### config.mk
export PLATFORM = sky130hd
export DESIGN_NAME = mem_port_arbiter_flat
export DESIGN_NICKNAME = d
export VERILOG_FILES = /design/src/rtl/mem_port_arbiter_if.sv /design/src/rtl/mem_port_arbiter.sv /design/src/flat_wrapper.sv
export SDC_FILE = /design/constraint.sdc
export NUM_CORES = 1
export LEC_CHECK = 0
export CAP_MARGIN = 10
export CORE_AREA = 3 3 109 111
export CTS_BUF_LIST = sky130_fd_sc_hd__clkbuf_4
export CTS_CLUSTER_SIZE = 24
export DETAILED_ROUTE_END_ITERATION = 8
export DIE_AREA = 0 0 112 114
export PLACE_DENSITY = 0.7
export SLEW_MARGIN = 20
export SYNTH_ARGS = -nofsm -noshare
export SYNTH_HDL_FRONTEND = slang
export SYNTH_SLANG_ARGS = --single-unit
### constraint.sdc
create_clock -name clk -period 5.5 [get_ports clk]
set_input_delay 0.825 -clock clk [delete_from_list [all_inputs] [get_ports clk]]
set_output_delay 0.825 -clock clk [all_outputs]
set_load 0.02 [all_outputs]
### src/rtl/mem_port_arbiter_if.sv
// Bus bundle for the shared sram-like memory port arbiter.
// The inst_* and data_* groups face the pipeline requesters; the mem_* group
// faces the memory bridge. The arbiter takes the slave view; the pipeline and
// memory side together take the master view.
//
// Handshake: a requester raises *_req with its fields and holds them unchanged
// until the cycle in which *_addr_ok is high (that cycle is the acceptance).
// Each accepted request later gets exactly one *_data_ok pulse, and responses
// come back in issue order.
interface mem_port_arbiter_if;
    logic        inst_req;
    logic [31:0] inst_addr;
    logic        inst_addr_ok;
    logic        inst_data_ok;
    logic [31:0] inst_rdata;

    logic        data_req;
    logic        data_wr;
    logic [1:0]  data_size;
    logic [3:0]  data_wstrb;
    logic [31:0] data_addr;
    logic [31:0] data_wdata;
    logic        data_addr_ok;
    logic        data_data_ok;
    logic [31:0] data_rdata;

    logic        mem_req;
    logic        mem_wr;
    logic [1:0]  mem_size;
    logic [3:0]  mem_wstrb;
    logic [31:0] mem_addr;
    logic [31:0] mem_wdata;
    logic        mem_addr_ok;
    logic        mem_data_ok;
    logic [31:0] mem_rdata;

    modport slave (
        input  inst_req, inst_addr,
        output inst_addr_ok, inst_data_ok, inst_rdata,
        input  data_req, data_wr, data_size, data_wstrb, data_addr, data_wdata,
        output data_addr_ok, data_data_ok, data_rdata,
        output mem_req, mem_wr, mem_size, mem_wstrb, mem_addr, mem_wdata,
        input  mem_addr_ok, mem_data_ok, mem_rdata
    );

    modport master (
        output inst_req, inst_addr,
        input  inst_addr_ok, inst_data_ok, inst_rdata,
        output data_req, data_wr, data_size, data_wstrb, data_addr, data_wdata,
        input  data_addr_ok, data_data_ok, data_rdata,
        input  mem_req, mem_wr, mem_size, mem_wstrb, mem_addr, mem_wdata,
        output mem_addr_ok, mem_data_ok, mem_rdata
    );
endinterface

### src/rtl/mem_port_arbiter.sv
// Shares one sram-like memory port between instruction fetch and load/store.
// Data has fixed priority (it belongs to the older instruction). A request
// that is presented but stalled is locked so the port sees it unchanged until
// accepted. A small FIFO of requester IDs records issue order so in-order
// responses can be steered back to the right requester.
module mem_port_arbiter #(
    parameter int MAX_OUT = 2
) (
    input  logic              clk,
    input  logic              reset,
    mem_port_arbiter_if.slave bus,
    output logic              dbg_lock_valid,
    output logic              dbg_lock_id,
    output logic [2:0]        dbg_count
);
    localparam int PW = (MAX_OUT > 1) ? $clog2(MAX_OUT) : 1;
    localparam int CW = $clog2(MAX_OUT + 1);

    typedef enum logic {
        REQ_INST = 1'b0,
        REQ_DATA = 1'b1
    } req_id_e;

    logic          lock_valid_q, lock_valid_d;
    req_id_e       lock_id_q, lock_id_d;
    logic [CW-1:0] count_q, count_d;
    logic [PW-1:0] rd_ptr_q, rd_ptr_d;
    logic [PW-1:0] wr_ptr_q, wr_ptr_d;
    req_id_e       fifo_q [MAX_OUT];
    req_id_e       fifo_d [MAX_OUT];

    logic          grant_valid;
    req_id_e       grant_id;
    logic          fifo_empty;
    logic          fifo_full;
    logic          accept;
    logic          pop;
    req_id_e       head_id;

    // Wrap a FIFO pointer modulo MAX_OUT.
    function automatic logic [PW-1:0] ptr_next(input logic [PW-1:0] p);
        return (p == PW'(MAX_OUT - 1)) ? '0 : p + 1'b1;
    endfunction

    // Grant selection, address-phase mux and acceptance.
    always_comb begin
        grant_valid = 1'b0;
        grant_id    = REQ_INST;
        if (lock_valid_q) begin
            grant_valid = 1'b1;
            grant_id    = lock_id_q;
        end else if (bus.data_req) begin
            grant_valid = 1'b1;
            grant_id    = REQ_DATA;
        end else if (bus.inst_req) begin
            grant_valid = 1'b1;
            grant_id    = REQ_INST;
        end

        fifo_empty = (count_q == '0);
        // A same-cycle pop frees the slot, so full only blocks without one.
        fifo_full  = (count_q == CW'(MAX_OUT)) && !bus.mem_data_ok;

        bus.mem_req   = 1'b0;
        bus.mem_wr    = 1'b0;
        bus.mem_size  = 2'd0;
        bus.mem_wstrb = 4'h0;
        bus.mem_addr  = 32'h0;
        bus.mem_wdata = 32'h0;
        if (grant_valid) begin
            if (grant_id == REQ_DATA) begin
                bus.mem_req   = bus.data_req && !fifo_full;
                bus.mem_wr    = bus.data_wr;
                bus.mem_size  = bus.data_size;
                bus.mem_wstrb = bus.data_wstrb;
                bus.mem_addr  = bus.data_addr;
                bus.mem_wdata = bus.data_wdata;
            end else begin
                bus.mem_req   = bus.inst_req && !fifo_full;
                bus.mem_size  = 2'd2;
                bus.mem_addr  = bus.inst_addr;
            end
        end

        accept           = bus.mem_req && bus.mem_addr_ok;
        bus.data_addr_ok = accept && (grant_id == REQ_DATA);
        bus.inst_addr_ok = accept && (grant_id == REQ_INST);
    end

    // Response steering from the head of the issue-order FIFO.
    always_comb begin
        head_id          = fifo_q[rd_ptr_q];
        pop              = bus.mem_data_ok && !fifo_empty;
        bus.inst_data_ok = pop && (head_id == REQ_INST);
        bus.data_data_ok = pop && (head_id == REQ_DATA);
        bus.inst_rdata   = bus.mem_rdata;
        bus.data_rdata   = bus.mem_rdata;
    end

    // Next-state for the lock and the ID FIFO.
    always_comb begin
        lock_valid_d = lock_valid_q;
        lock_id_d    = lock_id_q;
        if (accept) begin
            lock_valid_d = 1'b0;
        end else if (bus.mem_req) begin
            lock_valid_d = 1'b1;
            lock_id_d    = grant_id;
        end

        fifo_d   = fifo_q;
        wr_ptr_d = wr_ptr_q;
        rd_ptr_d = rd_ptr_q;
        count_d  = count_q;
        if (accept) begin
            fifo_d[wr_ptr_q] = grant_id;
            wr_ptr_d         = ptr_next(wr_ptr_q);
        end
        if (pop) begin
            rd_ptr_d = ptr_next(rd_ptr_q);
        end
        if (accept && !pop) begin
            count_d = count_q + 1'b1;
        end else if (!accept && pop) begin
            count_d = count_q - 1'b1;
        end
    end

    // State registers with synchronous reset.
    always_ff @(posedge clk) begin
        if (reset) begin
            lock_valid_q <= 1'b0;
            lock_id_q    <= REQ_INST;
            count_q      <= '0;
            rd_ptr_q     <= '0;
            wr_ptr_q     <= '0;
            fifo_q       <= '{default: REQ_INST};
        end else begin
            lock_valid_q <= lock_valid_d;
            lock_id_q    <= lock_id_d;
            count_q      <= count_d;
            rd_ptr_q     <= rd_ptr_d;
            wr_ptr_q     <= wr_ptr_d;
            fifo_q       <= fifo_d;
        end
    end

    assign dbg_lock_valid = lock_valid_q;
    assign dbg_lock_id    = lock_id_q;
    assign dbg_count      = 3'(count_q);
endmodule

### src/flat_wrapper.sv
// flat-port wrapper written by rule: the top's interface ports become plain ports
module mem_port_arbiter_flat 
#(
    parameter int MAX_OUT = 2
)
  (clk, reset, dbg_lock_valid, dbg_lock_id, dbg_count, bus_inst_req, bus_inst_addr, bus_inst_addr_ok, bus_inst_data_ok, bus_inst_rdata, bus_data_req, bus_data_wr, bus_data_size, bus_data_wstrb, bus_data_addr, bus_data_wdata, bus_data_addr_ok, bus_data_data_ok, bus_data_rdata, bus_mem_req, bus_mem_wr, bus_mem_size, bus_mem_wstrb, bus_mem_addr, bus_mem_wdata, bus_mem_addr_ok, bus_mem_data_ok, bus_mem_rdata);
  mem_port_arbiter_if bus_i ();
  input  logic clk;
  input  logic reset;
  output logic dbg_lock_valid;
  output logic dbg_lock_id;
  output logic [2:0] dbg_count;
  input wire logic [$bits(bus_i.inst_req)-1:0] bus_inst_req;
  input wire logic [$bits(bus_i.inst_addr)-1:0] bus_inst_addr;
  output wire logic [$bits(bus_i.inst_addr_ok)-1:0] bus_inst_addr_ok;
  output wire logic [$bits(bus_i.inst_data_ok)-1:0] bus_inst_data_ok;
  output wire logic [$bits(bus_i.inst_rdata)-1:0] bus_inst_rdata;
  input wire logic [$bits(bus_i.data_req)-1:0] bus_data_req;
  input wire logic [$bits(bus_i.data_wr)-1:0] bus_data_wr;
  input wire logic [$bits(bus_i.data_size)-1:0] bus_data_size;
  input wire logic [$bits(bus_i.data_wstrb)-1:0] bus_data_wstrb;
  input wire logic [$bits(bus_i.data_addr)-1:0] bus_data_addr;
  input wire logic [$bits(bus_i.data_wdata)-1:0] bus_data_wdata;
  output wire logic [$bits(bus_i.data_addr_ok)-1:0] bus_data_addr_ok;
  output wire logic [$bits(bus_i.data_data_ok)-1:0] bus_data_data_ok;
  output wire logic [$bits(bus_i.data_rdata)-1:0] bus_data_rdata;
  output wire logic [$bits(bus_i.mem_req)-1:0] bus_mem_req;
  output wire logic [$bits(bus_i.mem_wr)-1:0] bus_mem_wr;
  output wire logic [$bits(bus_i.mem_size)-1:0] bus_mem_size;
  output wire logic [$bits(bus_i.mem_wstrb)-1:0] bus_mem_wstrb;
  output wire logic [$bits(bus_i.mem_addr)-1:0] bus_mem_addr;
  output wire logic [$bits(bus_i.mem_wdata)-1:0] bus_mem_wdata;
  input wire logic [$bits(bus_i.mem_addr_ok)-1:0] bus_mem_addr_ok;
  input wire logic [$bits(bus_i.mem_data_ok)-1:0] bus_mem_data_ok;
  input wire logic [$bits(bus_i.mem_rdata)-1:0] bus_mem_rdata;
  assign bus_i.inst_req = bus_inst_req;
  assign bus_i.inst_addr = bus_inst_addr;
  assign bus_inst_addr_ok = bus_i.inst_addr_ok;
  assign bus_inst_data_ok = bus_i.inst_data_ok;
  assign bus_inst_rdata = bus_i.inst_rdata;
  assign bus_i.data_req = bus_data_req;
  assign bus_i.data_wr = bus_data_wr;
  assign bus_i.data_size = bus_data_size;
  assign bus_i.data_wstrb = bus_data_wstrb;
  assign bus_i.data_addr = bus_data_addr;
  assign bus_i.data_wdata = bus_data_wdata;
  assign bus_data_addr_ok = bus_i.data_addr_ok;
  assign bus_data_data_ok = bus_i.data_data_ok;
  assign bus_data_rdata = bus_i.data_rdata;
  assign bus_mem_req = bus_i.mem_req;
  assign bus_mem_wr = bus_i.mem_wr;
  assign bus_mem_size = bus_i.mem_size;
  assign bus_mem_wstrb = bus_i.mem_wstrb;
  assign bus_mem_addr = bus_i.mem_addr;
  assign bus_mem_wdata = bus_i.mem_wdata;
  assign bus_i.mem_addr_ok = bus_mem_addr_ok;
  assign bus_i.mem_data_ok = bus_mem_data_ok;
  assign bus_i.mem_rdata = bus_mem_rdata;
  mem_port_arbiter #(.MAX_OUT(MAX_OUT)) u_core (.clk(clk), .reset(reset), .bus(bus_i), .dbg_lock_valid(dbg_lock_valid), .dbg_lock_id(dbg_lock_id), .dbg_count(dbg_count));
endmodule
==> results.toml, run 1 <==
[timing]
fmaxAchievable_mhz = 250
rsz0062_at_grt = "no"
hold_viol_final = 0
skew_ns = 0.00208
fin_crit_sh_pct = 72.7
max_slew_margin_pct = 47.4
layout_min_cycle_time_ns = 4.00
worst_pin_slew_ns = 0.786
finalSetupTns_ns = 0
slew_viol_final = 0
setup_viol = 0

[power_and_ir_drop]
power_density_nw_per_um2 = 209
switching_share_pct = 42.1
p_seq_share_pct = 13.6
clkPwrFrac_pct = 6.7
power.leakage_uw = 0.00117
ir_drop_mv = 0.225
internal-power_uw = 376
p_comb_share_pct = 79.7
switching_power_uw = 273

[grt]
gr-total-overflow = 0
grt.total_usage_pct = 8.75
grt_pass1_wl_mm = 9.28
antenna_found_initial = 0
grt_max_degree = 42
grt_pass1_vias = 1855

[worst_setup_path]
worstPathArrival_ns = 3.17
worstRegToRegCells = 7
critPathMaxFanout = 41
r2r_slack_ns = 3.44
required_ns = 4.68
rr_startpoint = "u_core.dbg_lock_id"
worstSetupStartpointType = "input pin"
r2r_end = "u_core.count_q[1]"
worstSetupPathType = "in2out"
cp-end-kind = "primary output"

[clock_network]
cts_hold_buffers = 0
cts_tree = "done"
numCtsBuffers = 3
htree_num_levels = 1
postCtsSetupBuffers = 0
clk_pin_slew_ns = 0.05
clk_latency_ns = 0.25
root_buffer = "clkbuf_4"
cts_max_path_buffers = 2
cts_sinks = 8
cts_resized = 0

[synth]
synthCells = 201
syn_avg_cell_area_um2 = 7.51
netlist.area_leader.share_pct = 32.3
synth-seq-cells = 8
yosysTopAreaCell = "buf_4"
yosys_warnings = 0
synth_compound_area_share_pct = 24.9
synthAdderAreaFrac_pct = 0.829
synthesis.nets = 343
netlist_top_cells_area = "buf_4 (32%), a22o_1 (19%), and2_1 (16%)"
syn_area_um2 = 1510
synth_top_family_by_area = "buffers and inverters"
synth-xor-area-share_pct = 1.74
synth.area.mux_share_pct = 2.32
synth-simple-area-share_pct = 22.9
synth_cell_type_count = 29
ys_seq_area_share_pct = 10.6

[route]
ant_nets = 0
met2_length_mm = 3.37
viasPerCell = 3.93
wl_met3_um = 631
drc_errors = 0
wl_met1_mm = 2.24
first_pass_iters = 4
wl_per_cell_um = 14.0
vias = 1799
drt-initial-drc-count = 49
top_layer = "met4"
drt_wl_total_mm = 6.41

[cells_and_area]
nFillCells = 1176
syn_to_final_growth_pct = 105
layout-drive-gt1-share_pct = 4.40
postLayoutCellArea_um2 = 3100
utilization_pct = 28.5
fin_nets = 462
fin_cells = 458
diodes = 0

[min_path]
hold_path.class = "reg2reg"
hold_end = "u_core.wr_ptr_q"
min_from = "u_core.wr_ptr_q"
whs_path_depth = 2

[floorplan]
dieArea_um2 = 12800
fp.coreArea_um2 = 10900
core.rowCount = 38
start_util_pct = 13.9
die_w_um = 112
die_height_um = 114
io_pins = 286

[place]
gp_congestion = 0.858
port_buffers = 188
placed_area_um2 = 3080
dp_cells = 455
hpwlAfterDp_mm = 5.57

[run_status]
status = "completed"

[flow_run]
max-cap-violations = 0
[cells by family after synthesis]
group | Yosys count
AOI/OAI and AO/OA | 47
buffers and inverters | 81
adders and majority gates | 1
muxes | 3
and+or+nand+nor | 57
other | 1
xor gates and xnor gates | 3
DFF | 8
[cell usage after synthesis]
| master | number |
|---|---|
| mux2_4 | 1 |
| and2_1 | 38 |
| o21ai_1 | 2 |
| o21ai_0 | 3 |
| ha_1 | 1 |
| buf_4 | 65 |
| or3_1 | 1 |
| a31o_2 | 2 |
| mux2i_1 | 2 |
| nand3_1 | 1 |
| nor2_1 | 7 |
| inv_1 | 4 |
| xor2_1 | 3 |
| nand2_1 | 1 |
| a211oi_2 | 1 |
| o22a_1 | 1 |
| a21oi_1 | 5 |
| a22o_1 | 32 |
| or2b_1 | 1 |
| nor2b_1 | 2 |
| conb_1 | 1 |
| clkinv_2 | 1 |
| nor3b_1 | 2 |
| clkbuf_1 | 11 |
| nand2b_1 | 2 |
| nand2_2 | 1 |
| a21boi_0 | 1 |
| nand2b_4 | 1 |
| dfxtp_1 | 8 |
[cells in the final DEF, fill, tap and decap left out, drive strengths merged, types with 2 or more instances in the layout]
master         count
a21oi              5
a22o              32
a31o               2
and2              38
buf                2
clkbuf             3
clkdlybuf4s50    188
dfxtp              8
inv                4
mux2i              2
nand2              2
nand2b             3
nor2               7
nor2b              2
nor3b              2
o21ai              5
xor2               3
[registers in the layout, indices dropped and copies added (netlist names)]
| name | flops |
|---|---|
| u_core.dbg_lock_id | 1 |
| u_core.wr_ptr_q | 1 |
| u_core.dbg_lock_valid | 1 |
| u_core.rd_ptr_q | 1 |
| u_core.fifo_q | 2 |
| u_core.count_q | 2 |
[critical path: stages]
cell and delay [ns]:
clkdlybuf4s50_1 0.54, inv_1 0.11, o21ai_4 0.62, buf_12 0.27, a22o_1 0.18, clkdlybuf4s50_1 0.61
[cell type report]
class | count | area, um2 | share of cell area, %
multi-input cells | 112 | 816 | 26.3
repair buffers | 190 | 1910 | 61.5
flip-flops and latches | 8 | 160 | 5.16
well taps | 140 | 175 | 5.65
inverters | 5 | 20.0 | 0.645
clock buffers | 3 | 22.5 | 0.726
[power groups by stage]
stage / clock [uW] / sequential, uW / combinational (uW)
after CTS: 45.1 / 88.9 / 525
after global placement: 0 / 89.4 / 515
after global routing: 49.0 / 90.8 / 552
after detailed placement: 0 / 89.7 / 521
final: 43.4 / 88.7 / 518
after floorplan: 0 / 96.6 / 308
[stage by stage]
| stage | total power [uW] | setup slack, ns | hold slack [ns] |
|---|---|---|---|
| floorplan | 404 | 2.81 | 0.477 |
| global placement | 605 | 1.55 | 0.487 |
| detailed placement | 611 | 1.46 | 0.498 |
| CTS | 659 | 1.45 | 0.508 |
| global route | 692 | 1.27 | 0.546 |
| finish | 650 | 1.50 | 0.507 |
[per-layer routing]
layer | global-route usage [%] | vias up
li1 | - | 850
met1 | 9.15 | 801
met2 | 17.1 | 121
met3 | 2.28 | 27
met4 | 2.48 | 0
met5 | 0 | -
[worst max path at each step]
stage	from	endpoint	slack, ns	cells after the start
after global placement	bus_data_req	bus_mem_addr[10]	1.55	6
after global routing	bus_data_req	bus_mem_addr[12]	1.27	6
final	bus_data_req	bus_mem_addr[7]	1.50	6
after CTS	bus_data_req	bus_mem_addr[26]	1.45	6
after floorplan	bus_data_req	bus_data_addr_ok	2.81	4
after detailed placement	bus_data_req	bus_mem_addr[26]	1.46	6
Power figures use the tool's default switching activity.
==> run 2: changes to the inputs <==
Settings changed: CORE_AREA 3 3 109 111 to 3 3 111 113, DIE_AREA 0 0 112 114 to 0 0 114 116, PLACE_DENSITY 0.7 to 0.68.
Clock period 5.5 ns to 3.8 ns, I/O delays scaled along.
==> results.toml, run 2 (synthesized netlist as in run 1, its figures left out) <==
[cells_and_area]
syn_to_final_growth_pct = 106
seq_area_um2 = 160
layout_common_cells = "clkdlybuf4s50_1 (188), and2_1 (38), a22o_1 (32), dfxtp_1 (8), nor2_1 (7)"
nFillCells = 1221
multiInputGateArea_um2 = 816
utilization_pct = 27.2
fin_nets = 462
diodes = 0
postLayoutCellArea_um2 = 3110
largest_registers = "u_core.count_q: 2 flops, u_core.fifo_q: 2 flops"
mostFrequentLayoutCell = "clkdlybuf4s50_1"
layout-drive-gt1-share_pct = 4.40

[route]
first_pass_iters = 4
drt_wl_total_mm = 6.84
drc_errors = 0
drt-initial-drc-count = 53
vias = 1766
wl_per_cell_um = 14.8
ant_nets = 0
viasPerCell = 3.83

[timing]
max_slew_margin_pct = 66.6
finalSetupTns_ns = 0
layout_min_cycle_time_ns = 3.12
layout_setup_ws_ns = 0.685
slew_viol_final = 0
skew_ns = 0.00162
setup_viol = 0
fin_crit_sh_pct = 82.0
worst_pin_slew_ns = 0.496
hold_viol_final = 0
rsz0062_at_grt = "no"
fmaxAchievable_mhz = 321

[floorplan]
fp.coreArea_um2 = 11400
die_height_um = 116
io_pins = 286
start_util_pct = 13.2
die_w_um = 114
dieArea_um2 = 13200
core.rowCount = 39

[place]
port_buffers = 188
gp_congestion = 0.695
hpwlAfterDp_mm = 5.78
placed_area_um2 = 3080
pre_cts_ws_ns = 0.670

[min_path]
whs_path_depth = 2
hold_path.class = "reg2reg"

[grt]
grt_use_met3_pct = 3.45
busiest_layer = "met2"
grt_pass1_vias = 1716
gr-usage-met1_pct = 9.81
grt.total_usage_pct = 8.87
met2_usage_pct = 16.0
grt_max_degree = 72
grt_pass1_wl_mm = 9.40
antenna_found_initial = 0
gr-total-overflow = 0

[clock_network]
cts_hold_buffers = 0
cts_tree = "done"
clk_pin_slew_ns = 0.05
htree_num_levels = 1
cts_resized = 0
numCtsBuffers = 3
postCtsSetupBuffers = 0
root_buffer = "clkbuf_4"
cts_sinks = 8
cts_max_path_buffers = 2
clk_latency_ns = 0.25

[worst_setup_path]
worstRegToRegCells = 7
critPathMaxFanout = 32
worstSetupStartpointType = "input pin"
required_ns = 3.23
worstSetupPathType = "in2out"
worstPathArrival_ns = 2.55
cp-end-kind = "primary output"

[flow_run]
max-cap-violations = 0

[power_and_ir_drop]
ir_drop_mv = 0.125
power.leakage_uw = 0.00117
power_density_nw_per_um2 = 302

[run_status]
status = "completed"
[run 2: final timing paths]
check / from / end / slack (ns)
hold reg to reg: u_core.count_q[1] / u_core.count_q[1] / 0.52
setup / recovery: bus_data_req / bus_mem_addr[12] / 0.68
hold / removal: u_core.count_q[1] / u_core.count_q[1] / 0.52
setup reg to reg: u_core.dbg_lock_id / u_core.count_q[1] / 1.81
[run 2: power by group]
part,switching (uW),internal [uW]
registers,24.1,104
clock network,27.7,36.1
logic,342,404
[run 2: cell type report]
cell class              instances  area share (%)
clock buffers                   3           0.725
inverters                       5           0.644
multi-input cells             112            26.3
flip-flops and latches          8            5.16
well taps                     143            5.76
repair buffers                190            61.5
[run 2: worst max-delay path, cell delays in order]
cell,delay [ns]
clkdlybuf4s50_1,0.48
inv_1,0.15
nand3_1,0.10
o21ai_2,0.06
buf_4,0.33
a22o_1,0.22
clkdlybuf4s50_1,0.62
[run 2: stage by stage]
| step | power (uW) | std cells | hold slack [ns] |
|---|---|---|---|
| after detailed placement | 882 | 458 | 0.509 |
| after global placement | 870 | 458 | 0.489 |
| after global routing | 993 | 461 | 0.571 |
| after CTS | 952 | 461 | 0.522 |
| final | 938 | 461 | 0.521 |
| after floorplan | 585 | 201 | 0.477 |
[run 2: routing by layer]
metal,up-vias,wire length (um)
met2,110,3430
li1,853,-
met3,23,859
met4,0,61
met1,780,2490
met5,-,0
==> run 3: changes to the inputs <==
Settings changed: PLACE_DENSITY 0.68 to 0.7.
Clock period 3.8 ns to 2.7 ns, I/O delays scaled along.
==> results.toml, run 3 (synthesized netlist as in run 1, its figures left out) <==
[clock_network]
numCtsBuffers = 3
cts_sinks = 8
root_buffer = "clkbuf_4"
htree_num_levels = 1
cts_tree = "done"
clk_pin_slew_ns = 0.05
clk_latency_ns = 0.25
cts_max_path_buffers = 2

[grt]
busiest_layer = "met2"
grt_pass1_wl_mm = 9.50
antenna_found_initial = 0
grt_max_degree = 42
met2_usage_pct = 15.4
gr-total-overflow = 0
gr-usage-met1_pct = 10.7
grt_use_met3_pct = 2.92
grt.total_usage_pct = 8.91
grt_pass1_vias = 1733

[route]
vias = 1792
drt-initial-drc-count = 63
viasPerCell = 3.83
first_pass_iters = 4
drt_wl_total_mm = 7.21
drc_errors = 0
ant_nets = 0
wl_per_cell_um = 15.4

[timing]
layout_min_cycle_time_ns = 2.60
fmaxAchievable_mhz = 385
worst_pin_slew_ns = 0.485
layout_setup_ws_ns = 0.103
setup_viol = 0
slew_viol_final = 0
rsz0062_at_grt = "no"
skew_ns = 0.00233
max_slew_margin_pct = 67.3
hold_viol_final = 0
timing.hold.ws_ns = 0.509
fin_crit_sh_pct = 96.2

[floorplan]
die_height_um = 116
core.rowCount = 39
fp.coreArea_um2 = 11400
io_pins = 286
start_util_pct = 13.2
dieArea_um2 = 13200
die_w_um = 114

[place]
gp_congestion = 0.726
port_buffers = 188
pre_cts_ws_ns = -0.0525
hpwlAfterDp_mm = 5.67
placed_area_um2 = 3150

[min_path]
whs_path_depth = 2
min_from = "u_core.wr_ptr_q"
hold_path.class = "reg2reg"
hold_end = "u_core.wr_ptr_q"

[cells_and_area]
largest_registers = "u_core.count_q: 2 flops, u_core.fifo_q: 2 flops"
syn_to_final_growth_pct = 119
postLayoutCellArea_um2 = 3300
fin_nets = 469
utilization_pct = 28.9
nFillCells = 1189
layout-drive-gt1-share_pct = 6.46
diodes = 0
mostFrequentLayoutCell = "clkdlybuf4s50_1"
layout_common_cells = "clkdlybuf4s50_1 (116), dlymetal6s2s_1 (51), and2_1 (38), a22o_1 (32), dlygate4sd2_1 (21)"

[worst_setup_path]
cp-end-kind = "primary output"
r2r_end = "u_core.count_q[1]"
rr_startpoint = "u_core.count_q[1]"
r2r_slack_ns = 0.66
required_ns = 2.30
critPathMaxFanout = 5
worstSetupStartpointType = "input pin"
worstSetupPathType = "in2out"
worstPathArrival_ns = 2.19
worstRegToRegCells = 8

[power_and_ir_drop]
power_uw = 1320
ir_drop_mv = 0.146
power.leakage_uw = 0.00201
power_density_nw_per_um2 = 400

[flow_run]
max-cap-violations = 0

[run_status]
status = "completed"
-- run 3: cell count changes in the layout (fill, tap and decap cells not counted) --
cell             change
buf_4                +4
dlymetal6s2s_1      +51
clkbuf_16            +1
buf_12               +2
dlygate4sd2_1       +21
clkdlybuf4s50_1     -72
-- run 3: critical path: stages --
cell and delay [ns]:
clkdlybuf4s50_1 0.55, mux2i_1 0.12, a211oi_2 0.33, buf_4 0.18, clkdlybuf4s50_1 0.61
-- run 3: final cells by class --
type                    count  area (um2)  share of cell area, %
clock buffers               3        22.5                  0.682
well taps                 143         179                   5.42
flip-flops and latches      8         160                   4.85
inverters                   5        20.0                  0.606
repair buffers            197        2110                   63.7
multi-input cells         112         816                   24.7
-- run 3: worst max path at each step --
stage / start / end / slack (ns) / depth (start not counted)
floorplan: u_core.dbg_lock_id / u_core.count_q[1] / 0.55 / 7
global placement: bus_data_req / bus_mem_addr[28] / -0.008 / 6
detailed placement: bus_data_req / bus_mem_addr[28] / -0.05 / 6
CTS: bus_data_req / bus_mem_addr[6] / 0.00002 / 6
global route: bus_data_req / bus_mem_req / 0.02 / 5
finish: bus_data_req / bus_mem_req / 0.10 / 5
-- run 3: where the power goes --
part           switching, uW  internal, uW
Sequential              34.0           147
Combinational            500           552
Clock                   37.7          50.7
Total                    571           750
-- run 3: routing by layer --
metal | routed length (um) | vias to the layer above
li1 | - | 864
met1 | 2700 | 803
met2 | 3610 | 115
met3 | 856 | 10
met4 | 39 | 0
met5 | 0 | -
-- run 3: through the flow --
| stage | instances | TNS, ns |
|---|---|---|
| CTS | 466 | 0 |
| global placement | 463 | -0.00769 |
| detailed placement | 463 | -0.263 |
| floorplan | 201 | 0 |
| global route | 468 | 0 |
| finish | 468 | 0 |
-- run 3: what timing repair did --
action	in CTS	in global routing
gates cloned	0	1
hold buffers	0	0
setup buffers	0	1
setup endpoints to repair	21	41
resized for setup	21	51
